===== config.mk =====
export PLATFORM = sky130hd
export DESIGN_NAME = uart_transceiver
export DESIGN_NICKNAME = d
export VERILOG_FILES = /design/src/rtl/uart_transceiver.sv
export SDC_FILE = /design/constraint.sdc
export NUM_CORES = 1
export LEC_CHECK = 0
export BUFFER_PORTS_ARGS = -buffer_cell sky130_fd_sc_hd__clkbuf_2
export CORE_ASPECT_RATIO = 0.7
export CORE_MARGIN = 1.5
export CORE_UTILIZATION = 45
export DETAILED_ROUTE_END_ITERATION = 8
export SLEW_MARGIN = 20
export SYNTH_ARGS = -nofsm -noshare
export SYNTH_HDL_FRONTEND = slang
export SYNTH_SLANG_ARGS = --single-unit

===== constraint.sdc =====
create_clock -name clk -period 2.4 [get_ports clk]
set_input_delay 0.48 -clock clk [delete_from_list [all_inputs] [get_ports clk]]
set_output_delay 0.48 -clock clk [all_outputs]
set_load 0.02 [all_outputs]

===== src/rtl/uart_transceiver.sv =====
// Full-duplex UART: TX serialiser and oversampling RX deserialiser driven by one shared baud tick.
// Optional feature: define UART_LOOPBACK_EN to route the internal TX line into the RX path when loopback=1.
module uart_transceiver #(
  parameter int CLK_FREQ   = 50_000_000,
  parameter int BAUD       = 115_200,
  parameter int OVERSAMPLE = 16,
  parameter int DATA_BITS  = 8,
  parameter int PARITY     = 0,
  parameter int STOP_BITS  = 1
) (
  input  logic                 clk,
  input  logic                 rst_n,
  input  logic                 tx_start,
  input  logic [DATA_BITS-1:0] tx_data,
  output logic                 tx_busy,
  output logic                 txd,
  input  logic                 rxd,
  output logic                 rx_valid,
  output logic [DATA_BITS-1:0] rx_data,
  output logic                 rx_parity_err,
  output logic                 rx_frame_err,
  input  logic                 loopback
);

  localparam int DIV_RAW = CLK_FREQ / (BAUD * OVERSAMPLE);
  localparam int DIV     = (DIV_RAW < 1) ? 1 : DIV_RAW;
  localparam int DIV_W   = $clog2(DIV + 1);
  localparam int OS_W    = $clog2(OVERSAMPLE);
  localparam int MID     = OVERSAMPLE / 2;

  typedef enum logic [2:0] {TX_IDLE, TX_START, TX_DATA, TX_PARITY, TX_STOP} tx_state_t;
  typedef enum logic [2:0] {RX_IDLE, RX_START, RX_DATA, RX_PARITY, RX_STOP, RX_BREAK} rx_state_t;

  logic [DIV_W-1:0] div_cnt;
  logic             tick;

  tx_state_t              tx_state, tx_state_n;
  logic [DATA_BITS-1:0]   tx_shift, tx_shift_n;
  logic                   tx_par, tx_par_n;
  logic [OS_W-1:0]        tx_tick_cnt, tx_tick_n;
  logic [3:0]             tx_bit_cnt, tx_bit_n;
  logic                   tx_bit_end;
  logic                   tx_line;

  rx_state_t              rx_state, rx_state_n;
  logic                   rx_sync1, rx_sync2, rx_prev;
  logic                   rx_line;
  logic [OS_W-1:0]        rx_samp_cnt, rx_samp_n;
  logic [3:0]             rx_bit_cnt, rx_bit_n;
  logic [1:0]             rx_votes, rx_votes_n;
  logic [DATA_BITS-1:0]   rx_shift, rx_shift_n;
  logic                   rx_par_bit, rx_par_bit_n;
  logic                   rx_valid_n, rx_perr_n, rx_ferr_n;
  logic [DATA_BITS-1:0]   rx_data_n;
  logic                   rx_fall, samp_lo, samp_mid, samp_hi, rx_bit_end, rx_maj;

`ifdef UART_LOOPBACK_EN
  assign rx_line = loopback ? tx_line : rxd;
  assign txd     = loopback ? 1'b1 : tx_line;
`else
  logic unused_loopback;
  assign unused_loopback = loopback;
  assign rx_line = rxd;
  assign txd     = tx_line;
`endif

  assign tick = (div_cnt == DIV_W'(DIV - 1));

  // Handshake: tx_start is a request that is taken only in a cycle where tx_busy=0;
  // tx_data is captured in that cycle and tx_busy stays high until the frame is out.
  assign tx_busy    = (tx_state != TX_IDLE);
  assign tx_bit_end = tick && (tx_tick_cnt == OS_W'(OVERSAMPLE - 1));

  always_comb begin
    tx_state_n = tx_state;
    tx_shift_n = tx_shift;
    tx_par_n   = tx_par;
    tx_bit_n   = tx_bit_cnt;
    tx_tick_n  = tx_bit_end ? '0 : (tick ? tx_tick_cnt + OS_W'(1) : tx_tick_cnt);
    tx_line    = 1'b1;
    case (tx_state)
      TX_IDLE: begin
        tx_tick_n = '0;
        tx_bit_n  = '0;
        if (tx_start) begin
          tx_state_n = TX_START;
          tx_shift_n = tx_data;
          tx_par_n   = (PARITY == 2) ? ~(^tx_data) : ^tx_data;
        end
      end
      TX_START: begin
        tx_line = 1'b0;
        if (tx_bit_end) tx_state_n = TX_DATA;
      end
      TX_DATA: begin
        tx_line = tx_shift[0];
        if (tx_bit_end) begin
          tx_shift_n = tx_shift >> 1;
          if (tx_bit_cnt == 4'(DATA_BITS - 1)) begin
            tx_bit_n   = '0;
            tx_state_n = (PARITY != 0) ? TX_PARITY : TX_STOP;
          end else begin
            tx_bit_n = tx_bit_cnt + 4'd1;
          end
        end
      end
      TX_PARITY: begin
        tx_line = tx_par;
        if (tx_bit_end) tx_state_n = TX_STOP;
      end
      TX_STOP: begin
        if (tx_bit_end) begin
          if (tx_bit_cnt == 4'(STOP_BITS - 1)) tx_state_n = TX_IDLE;
          else tx_bit_n = tx_bit_cnt + 4'd1;
        end
      end
      default: tx_state_n = TX_IDLE;
    endcase
  end

  // Samples are taken on ticks counted from the synchronised start edge.
  assign rx_fall    = rx_prev & ~rx_sync2;
  assign samp_lo    = tick && (rx_samp_cnt == OS_W'(MID - 1));
  assign samp_mid   = tick && (rx_samp_cnt == OS_W'(MID));
  assign samp_hi    = tick && (rx_samp_cnt == OS_W'(MID + 1));
  assign rx_bit_end = tick && (rx_samp_cnt == OS_W'(OVERSAMPLE - 1));
  assign rx_maj     = (rx_votes[0] & rx_votes[1]) | (rx_votes[0] & rx_sync2) |
                      (rx_votes[1] & rx_sync2);

  always_comb begin
    rx_state_n   = rx_state;
    rx_samp_n    = rx_bit_end ? '0 : (tick ? rx_samp_cnt + OS_W'(1) : rx_samp_cnt);
    rx_bit_n     = rx_bit_cnt;
    rx_votes_n   = rx_votes;
    rx_shift_n   = rx_shift;
    rx_par_bit_n = rx_par_bit;
    rx_valid_n   = 1'b0;
    rx_data_n    = rx_data;
    rx_perr_n    = rx_parity_err;
    rx_ferr_n    = rx_frame_err;
    if (samp_lo)  rx_votes_n[0] = rx_sync2;
    if (samp_mid) rx_votes_n[1] = rx_sync2;
    case (rx_state)
      RX_IDLE: begin
        rx_samp_n = '0;
        rx_bit_n  = '0;
        if (rx_fall) rx_state_n = RX_START;
      end
      RX_START: begin
        if (samp_mid && rx_sync2) rx_state_n = RX_IDLE;
        else if (rx_bit_end)      rx_state_n = RX_DATA;
      end
      RX_DATA: begin
        if (samp_hi) rx_shift_n = {rx_maj, rx_shift[DATA_BITS-1:1]};
        if (rx_bit_end) begin
          if (rx_bit_cnt == 4'(DATA_BITS - 1)) begin
            rx_bit_n   = '0;
            rx_state_n = (PARITY != 0) ? RX_PARITY : RX_STOP;
          end else begin
            rx_bit_n = rx_bit_cnt + 4'd1;
          end
        end
      end
      RX_PARITY: begin
        if (samp_hi)    rx_par_bit_n = rx_maj;
        if (rx_bit_end) rx_state_n   = RX_STOP;
      end
      RX_STOP: begin
        if (samp_hi) begin
          rx_valid_n = 1'b1;
          rx_data_n  = rx_shift;
          rx_perr_n  = (PARITY != 0) && (rx_par_bit ^ (^rx_shift) ^ (PARITY == 2));
          rx_ferr_n  = ~rx_maj;
          rx_state_n = rx_maj ? RX_IDLE : RX_BREAK;
        end
      end
      RX_BREAK: begin
        rx_samp_n = '0;
        if (rx_sync2) rx_state_n = RX_IDLE;
      end
      default: rx_state_n = RX_IDLE;
    endcase
  end

  always_ff @(posedge clk or negedge rst_n) begin
    if (!rst_n) begin
      div_cnt       <= '0;
      tx_state      <= TX_IDLE;
      tx_shift      <= '0;
      tx_par        <= 1'b0;
      tx_tick_cnt   <= '0;
      tx_bit_cnt    <= '0;
      rx_sync1      <= 1'b1;
      rx_sync2      <= 1'b1;
      rx_prev       <= 1'b1;
      rx_state      <= RX_IDLE;
      rx_samp_cnt   <= '0;
      rx_bit_cnt    <= '0;
      rx_votes      <= '0;
      rx_shift      <= '0;
      rx_par_bit    <= 1'b0;
      rx_valid      <= 1'b0;
      rx_data       <= '0;
      rx_parity_err <= 1'b0;
      rx_frame_err  <= 1'b0;
    end else begin
      div_cnt       <= tick ? '0 : div_cnt + DIV_W'(1);
      tx_state      <= tx_state_n;
      tx_shift      <= tx_shift_n;
      tx_par        <= tx_par_n;
      tx_tick_cnt   <= tx_tick_n;
      tx_bit_cnt    <= tx_bit_n;
      rx_sync1      <= rx_line;
      rx_sync2      <= rx_sync1;
      rx_prev       <= rx_sync2;
      rx_state      <= rx_state_n;
      rx_samp_cnt   <= rx_samp_n;
      rx_bit_cnt    <= rx_bit_n;
      rx_votes      <= rx_votes_n;
      rx_shift      <= rx_shift_n;
      rx_par_bit    <= rx_par_bit_n;
      rx_valid      <= rx_valid_n;
      rx_data       <= rx_data_n;
      rx_parity_err <= rx_perr_n;
      rx_frame_err  <= rx_ferr_n;
    end
  end

endmodule


### Word-level counts from Yosys, hierarchy flattened

Index checks and enable logic that the tools add are counted.

| operators by class | value |
|---|---|
| $mul | 0 |
| reduce and logical (&&, ||, !) cells | 25 |
| add/sub/neg operators | 5 |
| magnitude comparators | 0 |
| shift-type cells | 0 |
| muxes and demuxes | 39 |
| div/mod/pow operators | 0 |
| eq/ne operators | 32 |
| bitwise operators | 8 |

Operators with widths:

| cell | count |
|---|---|
| 3-bit two-way mux | 16 |
| 4-bit two-way mux | 12 |
| 2-bit inequality test, second input constant | 14 |
| 3-bit case mux with 6 select lines | 1 |
| 4-bit by 1-bit adder with 4-bit output, second input constant | 4 |
| 4-bit == test, second input constant | 4 |
| 8-bit two-way mux | 2 |
| 8-bit case mux with 2 select lines | 1 |
| 3-bit case mux with 5 select lines | 1 |
| 7-bit AND reduction | 2 |
| 3-bit by 2-bit == test with 1-bit output, second input constant | 4 |
| 4-bit by 3-bit == test with 1-bit output, second input constant | 3 |
| 4-bit case mux with 3 select lines | 1 |
| 3-bit nonzero test | 4 |
| 3-bit == test, second input constant | 3 |
| 4-bit case mux with 2 select lines | 1 |
| 2-bit AND reduction | 4 |
| 8-bit XOR reduction | 1 |
| 3-bit by 1-bit == test with 1-bit output, second input constant | 2 |
| 1-bit logical AND | 6 |
| 3-bit zero test | 2 |
| 5-bit by 1-bit adder with 5-bit output, second input constant | 1 |
| 5-bit == test, second input constant | 1 |
| 5-bit two-way mux | 1 |
| 11 further kinds | 18 |

| word-level totals | value |
|---|---|
| word-level logic and storage cells | 127 |
| memories kept | 0 |
| bits in registers | 59 |
| output and inout bits | 13 |
| memory bits (writable) | 0 |
| bits in read-only memories | 0 |
| bits in latches | 0 |

### Logic depth before layout (Yosys ltp)

| depth | value |
|---|---|
| depth in word-level cells | 6 |
| gate-level depth with buffers | 9 |
| depth with buffers taken out | 7 |

### Least setup slack after synthesis

No wires, ideal clock.

| path | value |
|---|---|
| kind | register -> register |
| start point | register div_cnt[0] |
| end point | register rx_shift[0] |
| path slack | 461 ps |
| cell stages (with the launch flop) | 9 |
| period minus slack after synthesis | 1,939 ps |
| data required time | 2,275 ps |
| library setup time | 125 ps |
| buffers on the path | 2 |
| arrival time | 1,814 ps |
| cells stage by stage | dfrtp_1 inv_1 ha_1 and4b_1 buf_6 and4b_4 and3_1 buf_6 mux2_4 |

| on the way | value |
|---|---|
| cells in the longest elaborated chain, start to end | 3 |

Ends and longest elaborated chain:

| element | RTL line | RTL |
|---|---|---|
| start: declaration | 34 | `logic [DIV_W-1:0] div_cnt;` |
| start signal: assignment | 207 | `div_cnt <= tick ? '0 : div_cnt + DIV_W'(1);` |
| 5-bit == test | 67 | `assign tick = (div_cnt == DIV_W'(DIV - 1));` |
| 1-bit logical AND | 125 | `assign samp_hi = tick && (rx_samp_cnt == OS_W'(MID + 1));` |
| 2-bit AND reduction (no line) | -- |  |
| end signal: assignment | 220 | `rx_shift <= rx_shift_n;` |
| end: declaration | 51 | `logic [DATA_BITS-1:0] rx_shift, rx_shift_n;` |

Every way passes these cells.
A chain may end at the register's enable or synchronous reset.

### Worst setup path after layout

| path | value |
|---|---|
| start point | register div_cnt[0] |
| end point | register rx_data[7] |

| on the way | value |
|---|---|
| cells in the longest elaborated chain, start to end | 3 |

Ends and longest elaborated chain:

| element | RTL line | RTL |
|---|---|---|
| 5-bit == test | 67 |  |
| 1-bit logical AND | 125 |  |
| 2-bit AND reduction (no line) | -- |  |
| end signal: assignment | 223 | `rx_data <= rx_data_n;` |
| end: declaration | 19 | `output logic [DATA_BITS-1:0] rx_data,` |

Every way passes these cells.

==> parameters.txt <==
Parameter                              Value

Run status
  Run status ... complete, no violations

Logic synthesis
  Most used flip-flop cell after synthesis ... sky130_fd_sc_hd__dfrtp_1
  Parity-gate share of the synthesized area counting xor and xnor cells ... 0.0344
  Share of the synthesized area in the top cell type ... 0.458
  Mux share of post-synthesis cell area ... 0.151
  Total of flip-flops plus latches after synthesis ... 59
  Avg Cell Area, Syn ... 11.4 um^2
  Number of flops mapped to enable cells by yosys ... 0
  Fraction of registers with async set or reset after synthesis ... 1.00
  Post-Synth Simple-Gate Area ... 0.147
  Number of distinct standard cells referenced by the synthesized netlist ... 52
  Mapped cell area ... 0.00306 mm^2
  Cell count after synthesis ... 269
  Sequential cell area fraction in the yosys report ... 0.484
  Cell type with the largest total area after synthesis ... sky130_fd_sc_hd__dfrtp_1
  Synthesized-area fraction occupied by adder cells ... 0.0401
  Top cells by instance count after synthesis ... 56 x sky130_fd_sc_hd__dfrtp_1, 23 x sky130_fd_sc_hd__nand2_1, 18 x sky130_fd_sc_hd__nor2_1
  Number of synthesis warnings ... 0
  Area fraction in compound gates after synthesis ... 0.108
  Main combinational cell family by area after synthesis ... multiplexers
  Most common cell in the netlist ... sky130_fd_sc_hd__dfrtp_1
  Biggest area contributors in the synthesized netlist ... sky130_fd_sc_hd__dfrtp_1 46%, sky130_fd_sc_hd__mux2_4 7.9%, sky130_fd_sc_hd__mux2_2 5.9%
  Net count after synthesis ... approximately 290

Power
  Worst IR Drop VDD ... about 300 uV
  Total power density per cell area ... 602 mW/mm^2
  Standby leakage power ... ~0.0015 uW

STA
  Final number of max-transition violations ... 0
  Final worst-path cycle share ... 0.911
  Setup TNS ... 0 ns
  Clock skew after layout ... 0.00531 ns
  Timing-limited maximum frequency ... around 460 MHz
  Min Tclk post-route ... approximately 2.2 ns
  Worst Max-Slew Pin Slew ... 0.522 ns
  Count of endpoints failing setup in the final report ... 0
  Setup repair after global routing missed its margin ... no
  Final Hold Vio Count ... 0
  Max-slew headroom at the worst pin ... 0.652

Floorplan
  Full die area ... 0.00731 mm^2
  Die height ... 72.0 um
  Horizontal die dimension ... approximately 100 um
  Number of rows created at floorplan ... 24
  # IOs ... 26
  Starting utilization of the core area ... 0.478
  Std-Cell Core Area ... 0.00640 mm^2

Finish
  Layout overhead on the synthesized area ... 12.9%
  Antenna diode count ... 0
  Final layout net count ... 320
  Share of the core filled with cells in the final layout ... 0.540
  Layout cells sized above 1 ... 0.289

Worst setup path
  CP Capture Type ... flop
  Worst EP arrival ... ~2.4 ns
  Flop2flop setup slack ... ~0.21 ns
  Largest fanout on the critical path ... 11
  Beginning of the worst register-to-register path ... div_cnt[0]$_DFF_PN0_
  Critical path startpoint category ... flop
  R2R depth ... 6
  Setup CP Type ... reg -> reg
  Reg-to-reg endpoint ... rx_data[7]$_DFFE_PN0P_
  Data required time of the critical path ... 2.62 ns

Drt
  Post-detailed-route DRC marker count ... 0
  DRC violation total after the first TritonRoute iteration ... 138
  Routed length per placed instance ... 13.7 um
  Routed Wire Length ... 5380 um
  Number of search-and-repair iterations in the first detailed-routing pass ... 4
  Via count normalized by instance count ... 5.16
  Number of routed nets with antenna violations ... 0
  Via count ... a little over 2,000

GRT
  Number of global-route vias before repair ... 1,996
  Maximum number of pins on one net before global-route repair ... 41
  Overall routing resource usage ... 0.172
  Global route overflow ... 0
  Number of antenna violations at the first check in global routing ... 0
  Wire length of the first global-routing pass ... a little under 10,000 um

Clock network
  Sinks on the clock net ... 59
  Clock tree from TritonCTS ... yes
  Cts hold-fix bufs ... 0
  Number of buffers inserted to repair setup after CTS ... 0
  CTS H-tree lvls ... 3
  Skew-Pair Late Insertion Delay ... 0.34 ns
  Maximum clock path buffer count ... 2
  Post-CTS resize count ... 0
  Clock transition at path regs ... 0.06 ns
  CTS buffer count ... 9
  Clock Tree Root ... sky130_fd_sc_hd__clkbuf_8

Min path
  Worst min-delay path category ... in -> async

Placement
  Number of input and output port buffers inserted ... 23
  Estimated wirelength of the detail-placed design ... 3730 um
  Final Wtd Congestion ... 0.727

Run
  Max capacitance violation total ... 0
[where the power goes]
part	total, uW	internal, uW	leakage, uW	switching [uW]
Sequential	1030	1010	0.000776	17.1
Combinational	190	78.9	0.000672	111
Clock	862	493	0.0000950	370
[critical path: stages (launching register included)]
cell and delay (ns):
sky130_fd_sc_hd__dfrtp_1 0.40, sky130_fd_sc_hd__inv_1 0.07, sky130_fd_sc_hd__ha_1 0.21, sky130_fd_sc_hd__and4b_1 0.32
sky130_fd_sc_hd__and4b_4 0.29, sky130_fd_sc_hd__nor2b_4 0.39, sky130_fd_sc_hd__mux2_2 0.38
[final cells by class]
cell class | count | area (um^2)
tap | 91 | 114
sequential | 59 | 1480
clock buffer | 11 | 141
timing repair buffer | 28 | 165
multi-input combinational | 189 | 1470
fill | 581 | 2940
clock inverter | 3 | 40.0
inverter | 11 | 41.3
[flip-flops by register name, indices dropped and copies added, names as in the netlist]
signal,flops
tx_tick_cnt,4
rx_state,3
rx_prev,1
tx_state,3
rx_samp_cnt,4
tx_par,1
tx_bit_cnt,4
rx_votes,2
rx_sync2,1
rx_shift,8
rx_sync1,1
rx_data,8
rx_bit_cnt,4
rx_valid,1
rx_frame_err,1
div_cnt,5
tx_shift,8
[cells in the final DEF, fill, tap and decap left out, types with 2 or more instances in the layout]
cell type	n
sky130_fd_sc_hd__dfrtp_1	56
sky130_fd_sc_hd__nand2_1	23
sky130_fd_sc_hd__clkbuf_2	23
sky130_fd_sc_hd__nor2_1	18
sky130_fd_sc_hd__o21ai_0	17
sky130_fd_sc_hd__a21oi_1	16
sky130_fd_sc_hd__mux2_4	16
sky130_fd_sc_hd__mux2_2	16
sky130_fd_sc_hd__inv_1	11
sky130_fd_sc_hd__nand3_1	10
sky130_fd_sc_hd__clkbuf_8	10
sky130_fd_sc_hd__xnor2_1	9
sky130_fd_sc_hd__ha_1	9
sky130_fd_sc_hd__nand2b_1	7
sky130_fd_sc_hd__nor3_1	6
sky130_fd_sc_hd__a22o_1	4
sky130_fd_sc_hd__buf_4	4
sky130_fd_sc_hd__xor2_1	3
sky130_fd_sc_hd__mux2i_1	3
sky130_fd_sc_hd__dfstp_2	3
sky130_fd_sc_hd__a311o_1	2
sky130_fd_sc_hd__nand4b_1	2
sky130_fd_sc_hd__clkinv_2	2
[through the flow]
| stage | cell area (um^2) | std cells | setup WS (ns) | power [uW] | hold slack (ns) |
|---|---|---|---|---|---|
| after floorplan | 3060 | 269 | 0.461 | 1170 | 0.184 |
| after global placement | 3270 | 378 | 0.243 | 1230 | 0.346 |
| after detailed placement | 3270 | 378 | 0.222 | 1230 | 0.347 |
| after CTS | 3450 | 392 | 0.203 | 2110 | 0.114 |
| after global routing | 3450 | 392 | 0.0660 | 2180 | 0.129 |
| final | 3450 | 392 | 0.214 | 2080 | 0.104 |
[how the worst max path moves through the flow]
stage | cells after the start | from | end
floorplan | 8 | div_cnt[0]$_DFF_PN0_ | rx_shift[0]$_DFFE_PN0P_
global placement | 6 | div_cnt[0]$_DFF_PN0_ | rx_data[7]$_DFFE_PN0P_
detailed placement | 6 | div_cnt[0]$_DFF_PN0_ | rx_data[7]$_DFFE_PN0P_
CTS | 6 | div_cnt[0]$_DFF_PN0_ | rx_data[7]$_DFFE_PN0P_
global route | 6 | div_cnt[0]$_DFF_PN0_ | rx_data[7]$_DFFE_PN0P_
finish | 6 | div_cnt[0]$_DFF_PN0_ | rx_data[7]$_DFFE_PN0P_
[metal layers]
layer  vias to the layer above  track usage  part of all wire
met5                         -            0                 0
met4                         0       0.0648             0.014
met3                         6       0.0703             0.047
met2                        36        0.242              0.42
met1                       974        0.238              0.52
li1                       1007            -                 -
[kinds of logic after synthesis]
logic type,count (synthesis)
AO/OA/AOI/OAI,49
XOR/XNOR,12
adder cells (fa/ha/maj),10
buffers and inverters,21
flip-flops,59
multiplexers,36
other,1
AND/OR/NAND/NOR,81
Power figures use the tool's default switching activity.
